--- src/rtl/alu_pkg.sv ---
// ============================================================================
//  Module      : alu_pkg
//  Description : Shared encodings for the ALU issue path: 3-bit ALU opcodes,
//                main-decoder ALUOp codes, R-type Funct values and the
//                default datapath width.
//  Ports       : none (package)
//  Revision    : 1.0 - initial release
// ============================================================================
`default_nettype none

package alu_pkg;

    localparam int DATA_W = 32;

    // Opcodes understood by ALU32Bit
    typedef enum logic [2:0] {
        OP_AND = 3'b000,
        OP_OR  = 3'b001,
        OP_ADD = 3'b010,
        OP_NOP = 3'b011,   // ALU produces zero
        OP_SUB = 3'b110,
        OP_SLT = 3'b111
    } alu_op_e;

    // ALUOp codes from the main decoder
    localparam logic [1:0] ALUOP_ADD   = 2'b00;  // lw / sw / addi
    localparam logic [1:0] ALUOP_SUB   = 2'b01;  // beq
    localparam logic [1:0] ALUOP_RTYPE = 2'b10;  // decode Funct
    localparam logic [1:0] ALUOP_ORI   = 2'b11;  // ori, zero-extended imm

    // Supported R-type Funct fields
    localparam logic [5:0] FUNCT_ADD = 6'b100000;
    localparam logic [5:0] FUNCT_SUB = 6'b100010;
    localparam logic [5:0] FUNCT_AND = 6'b100100;
    localparam logic [5:0] FUNCT_OR  = 6'b100101;
    localparam logic [5:0] FUNCT_SLT = 6'b101010;

endpackage

`default_nettype wire

--- src/rtl/alu_op_decode.sv ---
// ============================================================================
//  Module      : alu_op_decode
//  Description : Combinational ALUOp/Funct to 3-bit ALU opcode decoder.
//                Unsupported R-type Funct values map to the NOP opcode and
//                raise o_illegal.
//  Ports       : i_alu_op  - 2-bit ALUOp from the main decoder
//                i_funct   - 6-bit R-type function field
//                o_op      - 3-bit ALU opcode
//                o_illegal - unsupported Funct under R-type
//  Revision    : 1.0 - initial release
// ============================================================================
`default_nettype none

module alu_op_decode
    import alu_pkg::*;
(
    input  logic [1:0] i_alu_op,
    input  logic [5:0] i_funct,
    output logic [2:0] o_op,
    output logic       o_illegal
);

    always_comb begin
        o_op      = OP_NOP;
        o_illegal = 1'b0;
        case (i_alu_op)
            ALUOP_ADD: o_op = OP_ADD;
            ALUOP_SUB: o_op = OP_SUB;
            ALUOP_ORI: o_op = OP_OR;
            ALUOP_RTYPE: begin
                case (i_funct)
                    FUNCT_ADD: o_op = OP_ADD;
                    FUNCT_SUB: o_op = OP_SUB;
                    FUNCT_AND: o_op = OP_AND;
                    FUNCT_OR:  o_op = OP_OR;
                    FUNCT_SLT: o_op = OP_SLT;
                    default: begin
                        o_op      = OP_NOP;
                        o_illegal = 1'b1;
                    end
                endcase
            end
            default: o_op = OP_NOP;
        endcase
    end

endmodule

`default_nettype wire

--- src/rtl/alu_issue_stage.sv ---
// ============================================================================
//  Module      : alu_issue_stage
//  Description : Execute-issue stage feeding ALU32Bit. Decodes the ALU
//                opcode, forwards and selects operands, extends the
//                immediate and holds the result in one valid/ready register.
//                Counts consumed instructions (saturating).
//  Ports       : Clk, Rst_n            - clock, synchronous active-low reset
//                InValid / InReady     - upstream handshake
//                ALUOp, Funct, ALUSrc, Imm16, Rs, Rt, RsData, RtData,
//                DestReg, RegWriteIn   - decoded instruction
//                ExFwd*, WbFwd*        - forwarding sources (EX wins)
//                Flush                 - kill held and incoming instruction
//                OutValid / OutReady   - downstream handshake
//                A, B, Op              - registered ALU inputs
//                DestOut, RegWriteOut  - registered writeback info
//                Illegal               - registered unsupported-Funct flag
//                IssueCount            - saturating consumption counter
//  Revision    : 1.0 - initial release
// ============================================================================
`default_nettype none

module alu_issue_stage
    import alu_pkg::*;
#(
    parameter int W     = DATA_W,
    parameter int CNT_W = 16
) (
    input  logic             Clk,
    input  logic             Rst_n,
    input  logic             InValid,
    output logic             InReady,
    input  logic [1:0]       ALUOp,
    input  logic [5:0]       Funct,
    input  logic             ALUSrc,
    input  logic [15:0]      Imm16,
    input  logic [4:0]       Rs,
    input  logic [4:0]       Rt,
    input  logic [W-1:0]     RsData,
    input  logic [W-1:0]     RtData,
    input  logic [4:0]       DestReg,
    input  logic             RegWriteIn,
    input  logic             ExFwdValid,
    input  logic [4:0]       ExFwdReg,
    input  logic [W-1:0]     ExFwdData,
    input  logic             WbFwdValid,
    input  logic [4:0]       WbFwdReg,
    input  logic [W-1:0]     WbFwdData,
    input  logic             Flush,
    output logic             OutValid,
    input  logic             OutReady,
    output logic [W-1:0]     A,
    output logic [W-1:0]     B,
    output logic [2:0]       Op,
    output logic [4:0]       DestOut,
    output logic             RegWriteOut,
    output logic             Illegal,
    output logic [CNT_W-1:0] IssueCount
);

    localparam logic [CNT_W-1:0] CNT_MAX = '1;
    localparam logic [CNT_W-1:0] CNT_ONE = {{(CNT_W-1){1'b0}}, 1'b1};

    // Combinational decode / operand path
    logic [2:0]   w_dec_op;
    logic         w_dec_illegal;
    logic [W-1:0] w_imm_ext;
    logic [W-1:0] w_rs_val;
    logic [W-1:0] w_rt_val;
    logic [W-1:0] w_b_val;
    logic         w_transfer;
    logic         w_consume;

    // Pipeline register
    logic             out_valid_q,   out_valid_d;
    logic [W-1:0]     a_q,           a_d;
    logic [W-1:0]     b_q,           b_d;
    logic [2:0]       op_q,          op_d;
    logic [4:0]       dest_q,        dest_d;
    logic             reg_write_q,   reg_write_d;
    logic             illegal_q,     illegal_d;
    logic [CNT_W-1:0] count_q,       count_d;

    alu_op_decode u_op_decode (
        .i_alu_op  (ALUOp),
        .i_funct   (Funct),
        .o_op      (w_dec_op),
        .o_illegal (w_dec_illegal)
    );

    // ori uses a zero-extended immediate; every other immediate is signed
    assign w_imm_ext = (ALUOp == ALUOP_ORI) ? {{(W-16){1'b0}}, Imm16}
                                            : {{(W-16){Imm16[15]}}, Imm16};

    // Operand forwarding. r0 is hard-wired, so a producer claiming r0 must
    // never override the register-file value.
    always_comb begin
        w_rs_val = RsData;
        if (Rs != 5'd0) begin
            if (ExFwdValid && (ExFwdReg == Rs))
                w_rs_val = ExFwdData;
            else if (WbFwdValid && (WbFwdReg == Rs))
                w_rs_val = WbFwdData;
        end
    end

    always_comb begin
        w_rt_val = RtData;
        if (Rt != 5'd0) begin
            if (ExFwdValid && (ExFwdReg == Rt))
                w_rt_val = ExFwdData;
            else if (WbFwdValid && (WbFwdReg == Rt))
                w_rt_val = WbFwdData;
        end
    end

    assign w_b_val = ALUSrc ? w_imm_ext : w_rt_val;

    // Flush frees the register, so an incoming instruction is accepted
    // (and then discarded) in the flush cycle.
    assign InReady    = !out_valid_q || OutReady || Flush;
    assign w_transfer = InValid && InReady;
    assign w_consume  = out_valid_q && OutReady;

    always_comb begin
        out_valid_d = out_valid_q;
        a_d         = a_q;
        b_d         = b_q;
        op_d        = op_q;
        dest_d      = dest_q;
        reg_write_d = reg_write_q;
        illegal_d   = illegal_q;
        count_d     = count_q;

        // Flush dominates both load and hold
        if (Flush) begin
            out_valid_d = 1'b0;
            reg_write_d = 1'b0;
        end else if (w_transfer) begin
            out_valid_d = 1'b1;
            a_d         = w_rs_val;
            b_d         = w_b_val;
            op_d        = w_dec_op;
            dest_d      = DestReg;
            reg_write_d = RegWriteIn && !w_dec_illegal;
            illegal_d   = w_dec_illegal;
        end else if (w_consume) begin
            out_valid_d = 1'b0;
        end

        if (w_consume && !Flush && (count_q != CNT_MAX))
            count_d = count_q + CNT_ONE;
    end

    always_ff @(posedge Clk) begin
        if (!Rst_n) begin
            out_valid_q <= 1'b0;
            a_q         <= '0;
            b_q         <= '0;
            op_q        <= 3'b000;
            dest_q      <= 5'd0;
            reg_write_q <= 1'b0;
            illegal_q   <= 1'b0;
            count_q     <= '0;
        end else begin
            out_valid_q <= out_valid_d;
            a_q         <= a_d;
            b_q         <= b_d;
            op_q        <= op_d;
            dest_q      <= dest_d;
            reg_write_q <= reg_write_d;
            illegal_q   <= illegal_d;
            count_q     <= count_d;
        end
    end

    assign OutValid    = out_valid_q;
    assign A           = a_q;
    assign B           = b_q;
    assign Op          = op_q;
    assign DestOut     = dest_q;
    assign RegWriteOut = reg_write_q;
    assign Illegal     = illegal_q;
    assign IssueCount  = count_q;

endmodule

`default_nettype wire

--- config.mk ---
export PLATFORM = sky130hd
export DESIGN_NAME = alu_issue_stage
export DESIGN_NICKNAME = d
export VERILOG_FILES = /design/src/rtl/alu_pkg.sv /design/src/rtl/alu_op_decode.sv /design/src/rtl/alu_issue_stage.sv
export SDC_FILE = /design/constraint.sdc
export NUM_CORES = 1
export LEC_CHECK = 0
export ABC_AREA = 0
export BUFFER_PORTS_ARGS = -buffer_cell sky130_fd_sc_hd__buf_2
export CORE_AREA = 2 2 107 109
export DETAILED_ROUTE_END_ITERATION = 7
export DIE_AREA = 0 0 109 111
export GPL_TIMING_DRIVEN = 0
export PLACE_DENSITY = 0.92
export SYNTH_ARGS = -nofsm -noshare
export SYNTH_HDL_FRONTEND = slang
export SYNTH_HIERARCHICAL = 1
export SYNTH_SLANG_ARGS = --single-unit
--- constraint.sdc ---
create_clock -name Clk -period 3.2 [get_ports Clk]
set_input_delay 0.32 -clock Clk [delete_from_list [all_inputs] [get_ports Clk]]
set_output_delay 0.32 -clock Clk [all_outputs]
set_load 0.03 [all_outputs]
# [Word level (Yosys, flattened, before mapping)]
# Index checks and enable logic that the tools add are counted.
# W data, S select, Z words.
[totals] register_bits=91 latchBits=0 ram_bits=0 rom_bits=0 input_bits=186 elab_cells=59 memories=0
[op_classes] add_sub_neg=1 mul=0 div=0 magnitude_cmp=0 n_eq_ne=13 shift=0 mux=14 n_bitwise=2 n_reduce_logical=21
[op_table] cell="$mux W32" count=8
[op_table] cell="$eq A6 B6 Y1 const B" count=5
[op_table] cell="$eq A5 B5 Y1" count=4
[op_table] cell="$add A16 B1 Y16 const B" count=1
[op_table] cell="$ne A16 B16 Y1 const B" count=1
[op_table] cell="$pmux W3 S5" count=1
[op_table] cell="$pmux W3 S4" count=1
[op_table] cell="$reduce_bool A5 Y1" count=2
[op_table] cell="$logic_and A1 B1 Y1" count=9
[op_table] cell="$reduce_or A5 Y1" count=1
[op_table] cell="$eq A2 B2 Y1 const B" count=2
[op_table] cell="$mux W1" count=4
[op_table] cell="$logic_not A1 Y1" count=3
[op_table] cell="$eq A2 B1 Y1 const B" count=1
[op_table] cell="$logic_not A2 Y1" count=1
[op_table] cell="$logic_or A1 B1 Y1" count=2
[op_table] cell="$not A1 Y1" count=2
[op_table] cell="$reduce_and A2 Y1" count=1
[op_table] cell="$reduce_bool A2 Y1" count=1
[op_table] cell="$reduce_or A2 Y1" count=1

# [Logic depth before layout (Yosys ltp)]
# Gate-level depths: netlist (run 1).
[depth] depth_word=6 ltp_mapped=8 depth_no_buf=5

# [Modules after synthesis]
# The synthesis (run 1) kept the hierarchy.
[modules_own_cells] module="alu_issue_stage" instances=1 cells_per_inst=648 area_each_um2=5296.3
[modules_own_cells] module="alu_op_decode" instances=1 cells_per_inst=13 area_each_um2=98.8

# [Least setup slack after synthesis (run 1)]
# Ideal clock, no wire load.
[synth_path] path_kind="register to register" start="reg count_q[0], in the netlist IssueCount[0]" end="reg count_q[6], in the netlist IssueCount[6]" setup_time_ns=0.128 t_arrival_ns=1.750 required_ns=3.072 path_slack_ns=1.323 stages_incl_launch_ff=7 n_path_buf=1 path_cell_list="dfxtp_1 -> ha_1 -> clkbuf_1 -> nand3_1 -> nor4b_1 -> xnor2_1 -> nor2_1"
[synth_between] elab_chain_len=2 word_cells_on_any_way=3 cone_classes="add/sub (1); eq/ne (1); reduce/logical (1)"
[synth_lines] item="from (decl)" line_no="alu_issue_stage.sv:81" source="logic [CNT_W-1:0] count_q, count_d;"
[synth_lines] item="from (signal assigned)" line_no="alu_issue_stage.sv:172" source="count_q <= count_d;"
[synth_lines] item="parallel branches: the longest is 2 deep, another holds $add A16 B1 Y16"
# Parallel ways; which one is timed is not known.
# A chain may end at the register's enable or synchronous reset.

# [Worst setup path in the final report (run 1)]
[layout_path] start="reg out_valid_q, in the netlist OutValid" end="reg b_q[4], in the netlist B[4]"
[layout_between] elab_chain_len=5
[layout_lines] item="from (decl)" line_no="alu_issue_stage.sv:74" source="logic out_valid_q, out_valid_d;"
[layout_lines] item="from (signal assigned)" line_no="alu_issue_stage.sv:165" source="out_valid_q <= out_valid_d;"
[layout_lines] item="$logic_not A1 Y1" line_no="alu_issue_stage.sv:120" source="assign InReady = !out_valid_q || OutReady || Flush;"
[layout_lines] item="$logic_or A1 B1 Y1 (2 in a row)" line_no="alu_issue_stage.sv:120"
[layout_lines] item="$logic_and A1 B1 Y1" line_no="alu_issue_stage.sv:121" source="assign w_transfer = InValid && InReady;"
[layout_lines] item="$reduce_and A2 Y1 (no source line)"
[layout_lines] item="to (signal assigned)" line_no="alu_issue_stage.sv:158" source="b_q <= '0;"
[layout_lines] item="to (signal assigned)" line_no="alu_issue_stage.sv:167" source="b_q <= b_d;"
[layout_lines] item="to (decl)" line_no="alu_issue_stage.sv:76" source="logic [W-1:0] b_q, b_d;"
# No other way between the ends.

==> results of run 1 <==
==> worst max-delay path: cells and delay by family, from the launching register on <==
| kind | cells | cell delay (ns) |
|---|---|---|
| buffers and inverters | 3 | 0.95 |
| AO/OA/AOI/OAI | 3 | 0.48 |
| AND/OR/NAND/NOR | 2 | 0.37 |
| flip-flops | 1 | 0.34 |
==> routing by layer <==
metal	track usage, %	share of wire [%]	vias to the layer above
met5	0	0.058	-
met4	15.81	3.4	2
met3	8.466	12	81
met2	58.67	47	544
met1	42.64	37	3111
li1	-	-	3118
==> kinds of logic (layout without fill, tap and decap cells) <==
family                   count (synthesis)  count (layout)
buffers and inverters                   76             369
flip-flops                              91              91
other                                    0               2
adder cells (fa/ha/maj)                  1               1
AND/OR/NAND/NOR                        200             200
XOR/XNOR                                29              29
multiplexers                             3               3
AO/OA/AOI/OAI                          261             261
==> through the flow <==
step	instance area, um^2	setup WS [ns]	hold WS (ns)	total power [mW]	util (%)
5_1_grt	7288	0.7917	0.2139	3.234	65.80
2_1_floorplan	5395	1.323	0.4407	1.656	-
3_3_place_gp	6960	1.006	0.4354	1.949	62.84
3_5_place_dp	6960	0.9157	0.4432	1.963	62.84
4_1_cts	7286	1.022	0.2047	3.124	65.77
6_report	7291	0.9021	0.2092	3.140	65.82
==> path summary, 6_finish.rpt <==
kind         slack [ns]  cells past startpoint    endpoint        from
max                0.90                      8        B[4]    OutValid
min                0.21                      3  DestOut[1]  DestReg[1]
max reg2reg        0.90                      8        B[4]    OutValid
min reg2reg        0.45                      2  DestOut[1]  DestOut[1]
==> synthesized netlist by cell type, types with 2 or more instances <==
master and count:
a2111oi_0 6, a211oi_1 13, a21oi_1 35, a31oi_1 34, and2_1 2, and3_1 2, and3b_1 2, and4_1 5
buf_1 2, buf_2 12, buf_4 4, buf_6 6, clkbuf_1 32, dfxtp_1 91, inv_1 19, mux2i_1 3
nand2_1 79, nand2b_1 6, nand3_1 38, nand4_1 12, nand4_2 2, nor2_1 19, nor2b_1 3, nor3_1 13
o211ai_1 33, o21a_1 7, o21ai_0 56, o221a_1 16, o221a_2 16, o221ai_1 10, o22ai_1 9, o311ai_0 10
o31ai_1 8, xnor2_1 26, xor2_1 3
==> flip-flops by register name (all words and copies together) (netlist names) <==
register and count:
B 32, RegWriteOut 1, Op 3, Illegal 1, OutValid 1, A 32
IssueCount 16, DestOut 5
==> cell type report <==
type / count / share of cell area (%)
multi-input combinational: 494 / 44.07
clock buffer: 9 / 3.089
tap: 143 / 2.454
inverter: 20 / 1.030
buffer: 56 / 3.913
antenna: 2 / 0.06865
timing repair buffer: 277 / 19.01
clock inverter: 7 / 1.373
sequential: 91 / 24.99
==> cells in the final DEF (no fill, tap or decap), types with 3 or more instances in the layout <==
cell type / instances
o31ai_1: 8
a21oi_1: 35
o22ai_1: 9
dfxtp_1: 91
mux2i_1: 3
nand3_1: 38
o21ai_0: 56
nor2_1: 19
a211oi_1: 13
and4_1: 5
nand2_1: 79
nor3_1: 13
inv_1: 19
o221a_2: 16
clkbuf_1: 32
o221a_1: 16
nand2b_1: 6
a31oi_1: 34
clkbuf_16: 9
nor2b_1: 3
buf_2: 289
buf_4: 4
o211ai_1: 33
o311ai_0: 10
o21a_1: 7
nand4_1: 12
xor2_1: 3
o221ai_1: 10
a2111oi_0: 6
xnor2_1: 26
buf_6: 6
==> power by group <==
group          internal, mW  switching, mW  leakage [nW]
Sequential             1.20         0.0353         0.746
Clock                 0.691          0.494         0.154
Combinational         0.268          0.454          2.28
Total                  2.16          0.983          3.18
==> impl_metrics.tcl, run 1 <==
set metrics [dict create \
    vias_per_cell 6.238 \
    die_y_um 111 \
    firstDrtPassIters 5 \
    p_leak_nw 3.176 \
    tightest_slew_ns 0.8433 \
    multi_input_area_mm2 0.003213 \
    synthAdderAreaFrac_pct 0.2319 \
    finalSetupTns_ns 0 \
    hpwl_um 16760 \
    drt_iter0_markers 949 \
    grt_setup_unrepaired "false" \
    outcome "completed" \
    cp-start-kind "register" \
    cts_tree "yes" \
    clk_pin_slew_worst_paths_ns 0.07 \
    cts_buffers 9 \
    final_antenna_net_count 0 \
    async_flop_share_pct 0 \
    clockRootBuffer "clkbuf_16" \
    hold_buffers 0 \
    drv_cap 0 \
    vias 6856 \
    synth_ff_type "dfxtp_1" \
    placed_cells 1081 \
    ff_latch_area_mm2 0.001822 \
    postCtsSetupBuffers 0 \
    synth_seq_cells 91 \
    grt_antenna_before_repair 3 \
    crit_chain "nor2b_1, buf_2, nor2_2, buf_2, buf_1, o311ai_0, o21ai_0, o22ai_1" \
    cp.required_ns 3.38 \
    synth-edff-count 0 \
    wl_per_cell_um 20.23 \
    cp_slowest_stage_delay_ns 0.45 \
    drv_slew 0 \
    clkLatencyLatePin_ns 0.34 \
    power_density_mw_per_mm2 430.7 \
    finClkSkew_ns 0.01022 \
    overflow 0 \
    fin_crit_ns 2.298 \
    finalWirelength_um 22240 \
    cts_max_level 3 \
    crit_top_cell "buf_2" \
    arrival_ns 2.47 \
    finalNonFillerCells 1099 \
    grtUsageTotal_pct 35.32 \
    yosys_warnings 6 \
    drive_gt1_share_pct 36.37 \
    relSlewSlack_pct 43.30 \
    core_area_mm2 0.01108 \
    ys_types 62 \
    fmax_mhz 435.2 \
    fill_cells 957 \
    hold_viol_final 0 \
    rows 39 \
    nNetsFinal 1136 \
    synth-xor-area-share_pct 4.708 \
    min_path_type "input port to register" \
    grt_start_max_net_pins 17 \
    netlist_instances 661 \
    synth_seq_area_share_pct 33.77 \
    ctsResizeCount 0 \
    crit_path_top_delay_cell "buf_1" \
    synth_top_area_share_pct 33.77 \
    syn_area_mm2 0.005395 \
    cp_max_fo 10 \
    grt_pass1_vias 6562 \
    start_util_pct 48.71 \
    cts.sinks 91 \
    gp_congestion 0.9454 \
    syn_to_final_growth_pct 35.13 \
    drc 0 \
    die_area_mm2 0.01210 \
    cts_max_path_buffers 2 \
    synth_top_family_by_area "compound AO/OA/AOI/OAI gates" \
    synth_compound_area_share_pct 34.67 \
    synth.mux.area_fraction_pct 0.5566 \
    crit_type "register to register" \
    peakVddDrop_mv 0.3242 \
    grt_pass1_wl_um 33380 \
    fin_crit_sh_pct 71.81 \
    avgSynthCellArea_um2 8.162 \
    netlist_top_cells_area "dfxtp_1, nand2_1, o21ai_0" \
    die_x_um 109 \
    worstSetupEndpointType "register" \
    synth_largest_area_cell "dfxtp_1" \
    ios 278 \
    setup_violations 0 \
    port_buffers 277 \
    synthesis.nets 848 \
    synth-simple-area-share_pct 19.39 \
]
Note: power is estimated with default switching activity, not from simulation.
==> run 2: changes to the inputs <==
--- a/config.mk
+++ b/config.mk
@@ -7,11 +7,11 @@
 export LEC_CHECK = 0
 export ABC_AREA = 0
 export BUFFER_PORTS_ARGS = -buffer_cell sky130_fd_sc_hd__buf_2
-export CORE_AREA = 2 2 107 109
+export CORE_AREA = 2 2 89 155
 export DETAILED_ROUTE_END_ITERATION = 7
-export DIE_AREA = 0 0 109 111
+export DIE_AREA = 0 0 91 157
 export GPL_TIMING_DRIVEN = 0
-export PLACE_DENSITY = 0.92
+export PLACE_DENSITY = 0.83
 export SYNTH_ARGS = -nofsm -noshare
 export SYNTH_HDL_FRONTEND = slang
 export SYNTH_HIERARCHICAL = 1
==> constraint.sdc (replaced) <==
create_clock -name Clk -period 2.1 [get_ports Clk]
set_input_delay 0.21 -clock Clk [delete_from_list [all_inputs] [get_ports Clk]]
set_output_delay 0.21 -clock Clk [all_outputs]
set_load 0.03 [all_outputs]
==> run 2 against run 1 <==
  * Flip-flop and latch count did not move
  * Total power rose by 46%
  * Register-to-register slack lost 0.81 ns
  * Worst hold slack got worse by 0.11 ns
  * First-iteration DRC count down 51%
  * Clock skew is 0.0038 ns lower
  * Count of clock-buffer cells in the layout is the same
  * Maximum frequency up 15%
  * Clock power grew 35%
  * Setup slack got worse by 0.81 ns
  * Global-route usage is 4.8 points lower
  * Cell count rose by 2.8%
  * Critical path type unchanged
  * Largest cell class unchanged
  * Largest power group unchanged
==> impl_metrics.tcl, run 2 (synthesized netlist as in run 1, its figures left out) <==
set metrics [dict create \
    cts_max_level 3 \
    gp_congestion 0.9718 \
    whs_ns 0.1004 \
    die_y_um 157 \
    port_buffers 277 \
    p_int_mw 3.063 \
    grt_start_max_net_pins 18 \
    relSlewSlack_pct 38.54 \
    cp.buffers_inverters 2 \
    finClkSkew_ns 0.006436 \
    outcome "completed" \
    power_switching_mw 1.512 \
    final_util_pct 57.10 \
    firstDrtPassIters 5 \
    tightest_slew_ns 0.9185 \
    ios 278 \
    cts_max_path_buffers 2 \
    pwr-share-comb_pct 24.2 \
    grtUsageTotal_pct 30.52 \
    fin_crit_ns 2.004 \
    drc 0 \
    peakVddDrop_mv 0.4016 \
    drive_gt1_share_pct 37.34 \
    core_area_mm2 0.01294 \
    p_sw_share_pct 33.04 \
    syn_to_final_growth_pct 36.92 \
    seqPwrFrac_pct 41.1 \
    min_to "DestOut[2]" \
    final_antenna_net_count 0 \
    hold_depth 3 \
    hp-start "DestReg[2]" \
    cp_slowest_stage_delay_ns 0.38 \
    fmax_mhz 499.0 \
    rows 55 \
    finalNonFillerCells 1130 \
    crit_family "compound AO/OA/AOI/OAI gates" \
    r2r_end "B[26]" \
    hpwl_um 17690 \
    die_x_um 91 \
    power_density_mw_per_mm2 619.3 \
    final_area_mm2 0.007387 \
    fin_crit_sh_pct 95.43 \
    grt_antenna_before_repair 1 \
    grt_setup_unrepaired "false" \
    start_util_pct 41.70 \
    overflow 0 \
    dp_worst_setup_slack_ns -0.01344 \
    drv_cap 0 \
    clk_pin_slew_worst_paths_ns 0.07 \
    crit_path_top_delay_cell "dfxtp_1" \
    placed_cells 1109 \
    final_common_cell "buf_2" \
    worstSetupEndpointType "register" \
    total_power_mw 4.575 \
    drt_iter0_markers 464 \
    vias 6749 \
    setup_violations 0 \
    clkPwrFrac_pct 34.7 \
    drv_slew 0 \
    mostFrequentLayoutCells "buf_2, dfxtp_1, nand2_1, o21ai_0, nand3_1" \
    cts_buffers 9 \
    arrival_ns 2.30 \
    setup_ws_ns 0.09598 \
    vias_per_cell 5.973 \
    cp_max_fo 10 \
    crit_chain "nor2b_4, a311oi_4, buf_4, a21oi_4, clkbuf_4, o221a_1, o221a_2" \
    finalSetupTns_ns 0 \
    reg2reg_slack_ns 0.1 \
    die_area_mm2 0.01429 \
    wl_per_cell_um 20.29 \
    worstReg2RegStart "OutValid" \
    grt_pass1_vias 6570 \
    clkLatencyLatePin_ns 0.34 \
    hold_viol_final 0 \
    cp-start-kind "register" \
    finalWirelength_um 22930 \
    reg2reg_depth 7 \
    grt_pass1_wl_um 34330 \
    cts.sinks 91 \
    p_leak_nw 3.205 \
    clockRootBuffer "clkbuf_16" \
    nNetsFinal 1138 \
    dpl_cell_area_mm2 0.006995 \
    cp.required_ns 2.40 \
    cts_tree "yes" \
    crit_type "register to register" \
    min_path_type "input port to register" \
]
==> run 2: changes by cell type in the layout (fill, tap and decap cells not counted), moves of 2 or more <==
| cell | previous run | this run |
|---|---|---|
| buf_2 | 289 | 284 |
| clkbuf_2 | 0 | 4 |
| buf_4 | 4 | 10 |
| clkbuf_4 | 0 | 2 |
| inv_6 | 0 | 2 |
| clkbuf_1 | 32 | 27 |
| bufinv_16 | 2 | 0 |
==> run 2: area by class of cell <==
cell class | count | area, um^2
Tap cell | 171 | 214.0
Fill cell | 1302 | 5550
Multi-Input combinational cell | 494 | 3248
Clock buffer | 9 | 225.2
Buffer | 54 | 299.0
Antenna cell | 3 | 7.507
Sequential cell | 91 | 1822
Inverter | 20 | 75.07
Clock inverter | 7 | 62.56
Timing Repair Buffer | 281 | 1434
==> run 2: timing repair <==
action | 4_1_cts | 5_1_grt
hold buffers | 0 | 0
setup endpoints to repair | 8 | 55
resized for setup | 1 | 23
buffers inserted | 0 | 3
pin swaps | 0 | 2
cloned | 0 | 1
==> run 2: how the worst max path moves through the flow <==
stage	start	end	slack [ns]	depth (start not counted)
after floorplan	IssueCount[0]	IssueCount[6]	0.22	6
after global placement	OutValid	B[4]	-0.02	8
after detailed placement	OutValid	B[4]	-0.01	8
after CTS	OutValid	DestOut[1]	0.009	7
final	OutValid	B[26]	0.1	7
after global routing	OutValid	B[28]	0.007	7
==> run 2: power groups by stage <==
stage                     clock (mW)  combinational (mW)  sequential, mW
after CTS                       1.60                1.08            1.88
final                           1.59                1.11            1.88
after global routing            1.68                1.18            1.89
after floorplan                    0               0.415            2.11
after global placement             0                1.07            1.91
after detailed placement           0                1.08            1.92
==> run 2: layer usage <==
metal / part of all wire [%] / GRT usage (%) / up-vias
li1: - / - / 3134
met4: 4.0 / 13.56 / 0
met3: 7.5 / 5.074 / 76
met2: 52 / 56.33 / 416
met5: 0 / 0 / -
met1: 37 / 34.05 / 3123
==> run 2: tightest hold or removal path, delay by kind of cell <==
kind / cells / cell delay, ns
buf+inv: 1 / 0.10
compound gates: 1 / 0.05
simple gates: 1 / 0.04
==> run 3: changes to the inputs <==
--- a/config.mk
+++ b/config.mk
@@ -7,11 +7,13 @@
 export LEC_CHECK = 0
 export ABC_AREA = 0
 export BUFFER_PORTS_ARGS = -buffer_cell sky130_fd_sc_hd__buf_2
-export CORE_AREA = 2 2 89 155
+export CELL_PAD_IN_SITES_DETAIL_PLACEMENT = 0
+export CELL_PAD_IN_SITES_GLOBAL_PLACEMENT = 1
+export CORE_AREA = 2 2 107 186
 export DETAILED_ROUTE_END_ITERATION = 7
-export DIE_AREA = 0 0 91 157
+export DIE_AREA = 0 0 109 188
 export GPL_TIMING_DRIVEN = 0
-export PLACE_DENSITY = 0.83
+export PLACE_DENSITY = 0.82
 export SYNTH_ARGS = -nofsm -noshare
 export SYNTH_HDL_FRONTEND = slang
 export SYNTH_HIERARCHICAL = 1
==> run 3 against run 2 <==
  * Count of clock-buffer cells in the layout grew 2
  * Worst hold slack worse by 0.0086 ns
  * Sequential share of layout area down 0.41 points
  * Non-clock buffer count grew 3
  * Register-to-register slack better by 0.06 ns
  * Clock power down 5%
  * Global-route usage fell by 6.2 points
  * Critical endpoint is now B[17]
==> impl_metrics.tcl, run 3 (synthesized netlist as in run 1, its figures left out) <==
set metrics [dict create \
    cts_buffers 9 \
    final_common_cell "buf_2" \
    vias_per_cell 5.530 \
    cp_slowest_stage_delay_ns 0.37 \
    fmax_mhz 514.4 \
    hpwl_um 20100 \
    peakVddDrop_mv 0.4861 \
    relSlewSlack_pct 42.07 \
    die_area_mm2 0.02049 \
    pwr-share-comb_pct 25.0 \
    crit_path_top_delay_cell "dfxtp_1" \
    cts.sinks 91 \
    whs_ns 0.09177 \
    drc 0 \
    tightest_slew_ns 0.8657 \
    drive_gt1_share_pct 37.30 \
    clk_pin_slew_worst_paths_ns 0.07 \
    power_switching_mw 1.486 \
    gp_congestion 0.9511 \
    rows 67 \
    clockRootBuffer "clkbuf_16" \
    final_area_mm2 0.007513 \
    final_antenna_net_count 0 \
    ff_latch_area_mm2 0.001822 \
    cp_max_fo 10 \
    grtUsageTotal_pct 24.31 \
    fin_crit_ns 1.944 \
    clkPwrFrac_pct 33.4 \
    core_area_mm2 0.01903 \
    ios 278 \
    cts_max_path_buffers 2 \
    outcome "completed" \
    finClkSkew_ns 0.009062 \
    finalWirelength_um 25510 \
    hold_viol_final 0 \
    grt_pass1_wl_um 37380 \
    setup_violations 0 \
    crit_type "register to register" \
    multi_input_area_mm2 0.003253 \
    nNetsFinal 1141 \
    crit_chain "nor2b_4, a311oi_4, buf_4, a21oi_4, buf_4, o221a_1, o221a_1" \
    setup_ws_ns 0.1561 \
    cts_max_level 3 \
    drv_slew 0 \
    seqPwrFrac_pct 41.6 \
    dp_worst_setup_slack_ns -0.1363 \
    grt_start_max_net_pins 14 \
    power_density_mw_per_mm2 601.4 \
    vias 6647 \
    hold_buffers 0 \
    port_buffers 277 \
    clkLatencyLatePin_ns 0.36 \
    p_int_mw 3.032 \
    grt_pass1_vias 6625 \
    mostFrequentLayoutCells "buf_2, dfxtp_1, nand2_1, o21ai_0, nand3_1" \
    drv_cap 0 \
    total_power_mw 4.518 \
    cp-start-kind "register" \
    worstSetupEndpointType "register" \
    die_x_um 109 \
    fill_cells 2063 \
    firstDrtPassIters 5 \
    syn_to_final_growth_pct 39.26 \
    reg2reg_slack_ns 0.16 \
    drt_iter0_markers 434 \
    grt_setup_unrepaired "false" \
    p_leak_nw 3.225 \
    cts_tree "yes" \
    min_path_type "input port to register" \
    p_sw_share_pct 32.90 \
    overflow 0 \
    arrival_ns 2.24 \
    grt_antenna_before_repair 3 \
    fin_crit_sh_pct 92.57 \
    cp.required_ns 2.40 \
    die_y_um 188 \
    start_util_pct 28.35 \
    wl_per_cell_um 21.22 \
    dpl_cell_area_mm2 0.007083 \
]
==> run 3: cell count changes in the layout (fill, tap and decap cells not counted), moves of 2 or more <==
cell / change
buf_12: +2
inv_6: -2
clkbuf_4: -2
clkbuf_1: +3
==> run 3: layer usage <==
| layer | GRT usage, % | vias to the layer above | wire length [um] |
|---|---|---|---|
| li1 | - | 3125 | - |
| met1 | 26.48 | 3134 | 9221 |
| met2 | 43.26 | 321 | 13270 |
| met3 | 4.310 | 67 | 1672 |
| met4 | 13.26 | 0 | 1338 |
| met5 | 0 | - | 0 |
==> run 3: path summary, 6_finish.rpt <==
kind / from / endpoint / depth (start not counted)
max: OutValid / B[17] / 7
min: DestReg[4] / DestOut[4] / 3
max reg2reg: OutValid / B[17] / 7
min reg2reg: RegWriteOut / RegWriteOut / 2
==> run 3: stage by stage <==
| stage | util [%] | TNS, ns | cells |
|---|---|---|---|
| after floorplan | - | 0 | 661 |
| after global placement | 37.22 | -4.024 | 1179 |
| after detailed placement | 37.22 | -4.429 | 1179 |
| after CTS | 38.60 | 0 | 1193 |
| after global routing | 39.46 | 0 | 1200 |
| final | 39.48 | 0 | 1202 |
==> run 3: power groups by stage <==
stage / sequential, mW / clock [mW] / combinational [mW]
2_1_floorplan: 2.11 / 0 / 0.415
3_3_place_gp: 1.91 / 0 / 1.10
3_5_place_dp: 1.91 / 0 / 1.11
4_1_cts: 1.88 / 1.54 / 1.12
5_1_grt: 1.89 / 1.59 / 1.21
6_report: 1.88 / 1.51 / 1.13
==> run 3: what timing repair did <==
| item | 4_1_cts | 5_1_grt |
|---|---|---|
| hold endpoints to repair | 0 | 0 |
| endpoints found under the setup margin | 46 | 52 |
| pin swaps | 0 | 3 |
| setup buffers | 0 | 3 |
| resized for setup | 3 | 24 |
| gates cloned | 0 | 3 |
==> run 3: cell type report <==
| cell class | count | area share (%) |
|---|---|---|
| flip-flops and latches | 91 | 24.25 |
| repair buffers | 283 | 19.90 |
| plain buffers | 55 | 4.080 |
| diodes | 4 | 0.1332 |
| clock buffers | 11 | 3.097 |
| multi-input cells | 494 | 43.30 |
| clock inverters | 3 | 0.2331 |
| well taps | 241 | 4.013 |
| inverters | 20 | 0.9992 |
==> run 3: worst max-delay path, delay by kind of cell (launching register included) <==
kind            cells  cell delay, ns
compound gates      4            0.77
buf+inv             2            0.43
flops               1            0.37
simple gates        1            0.31
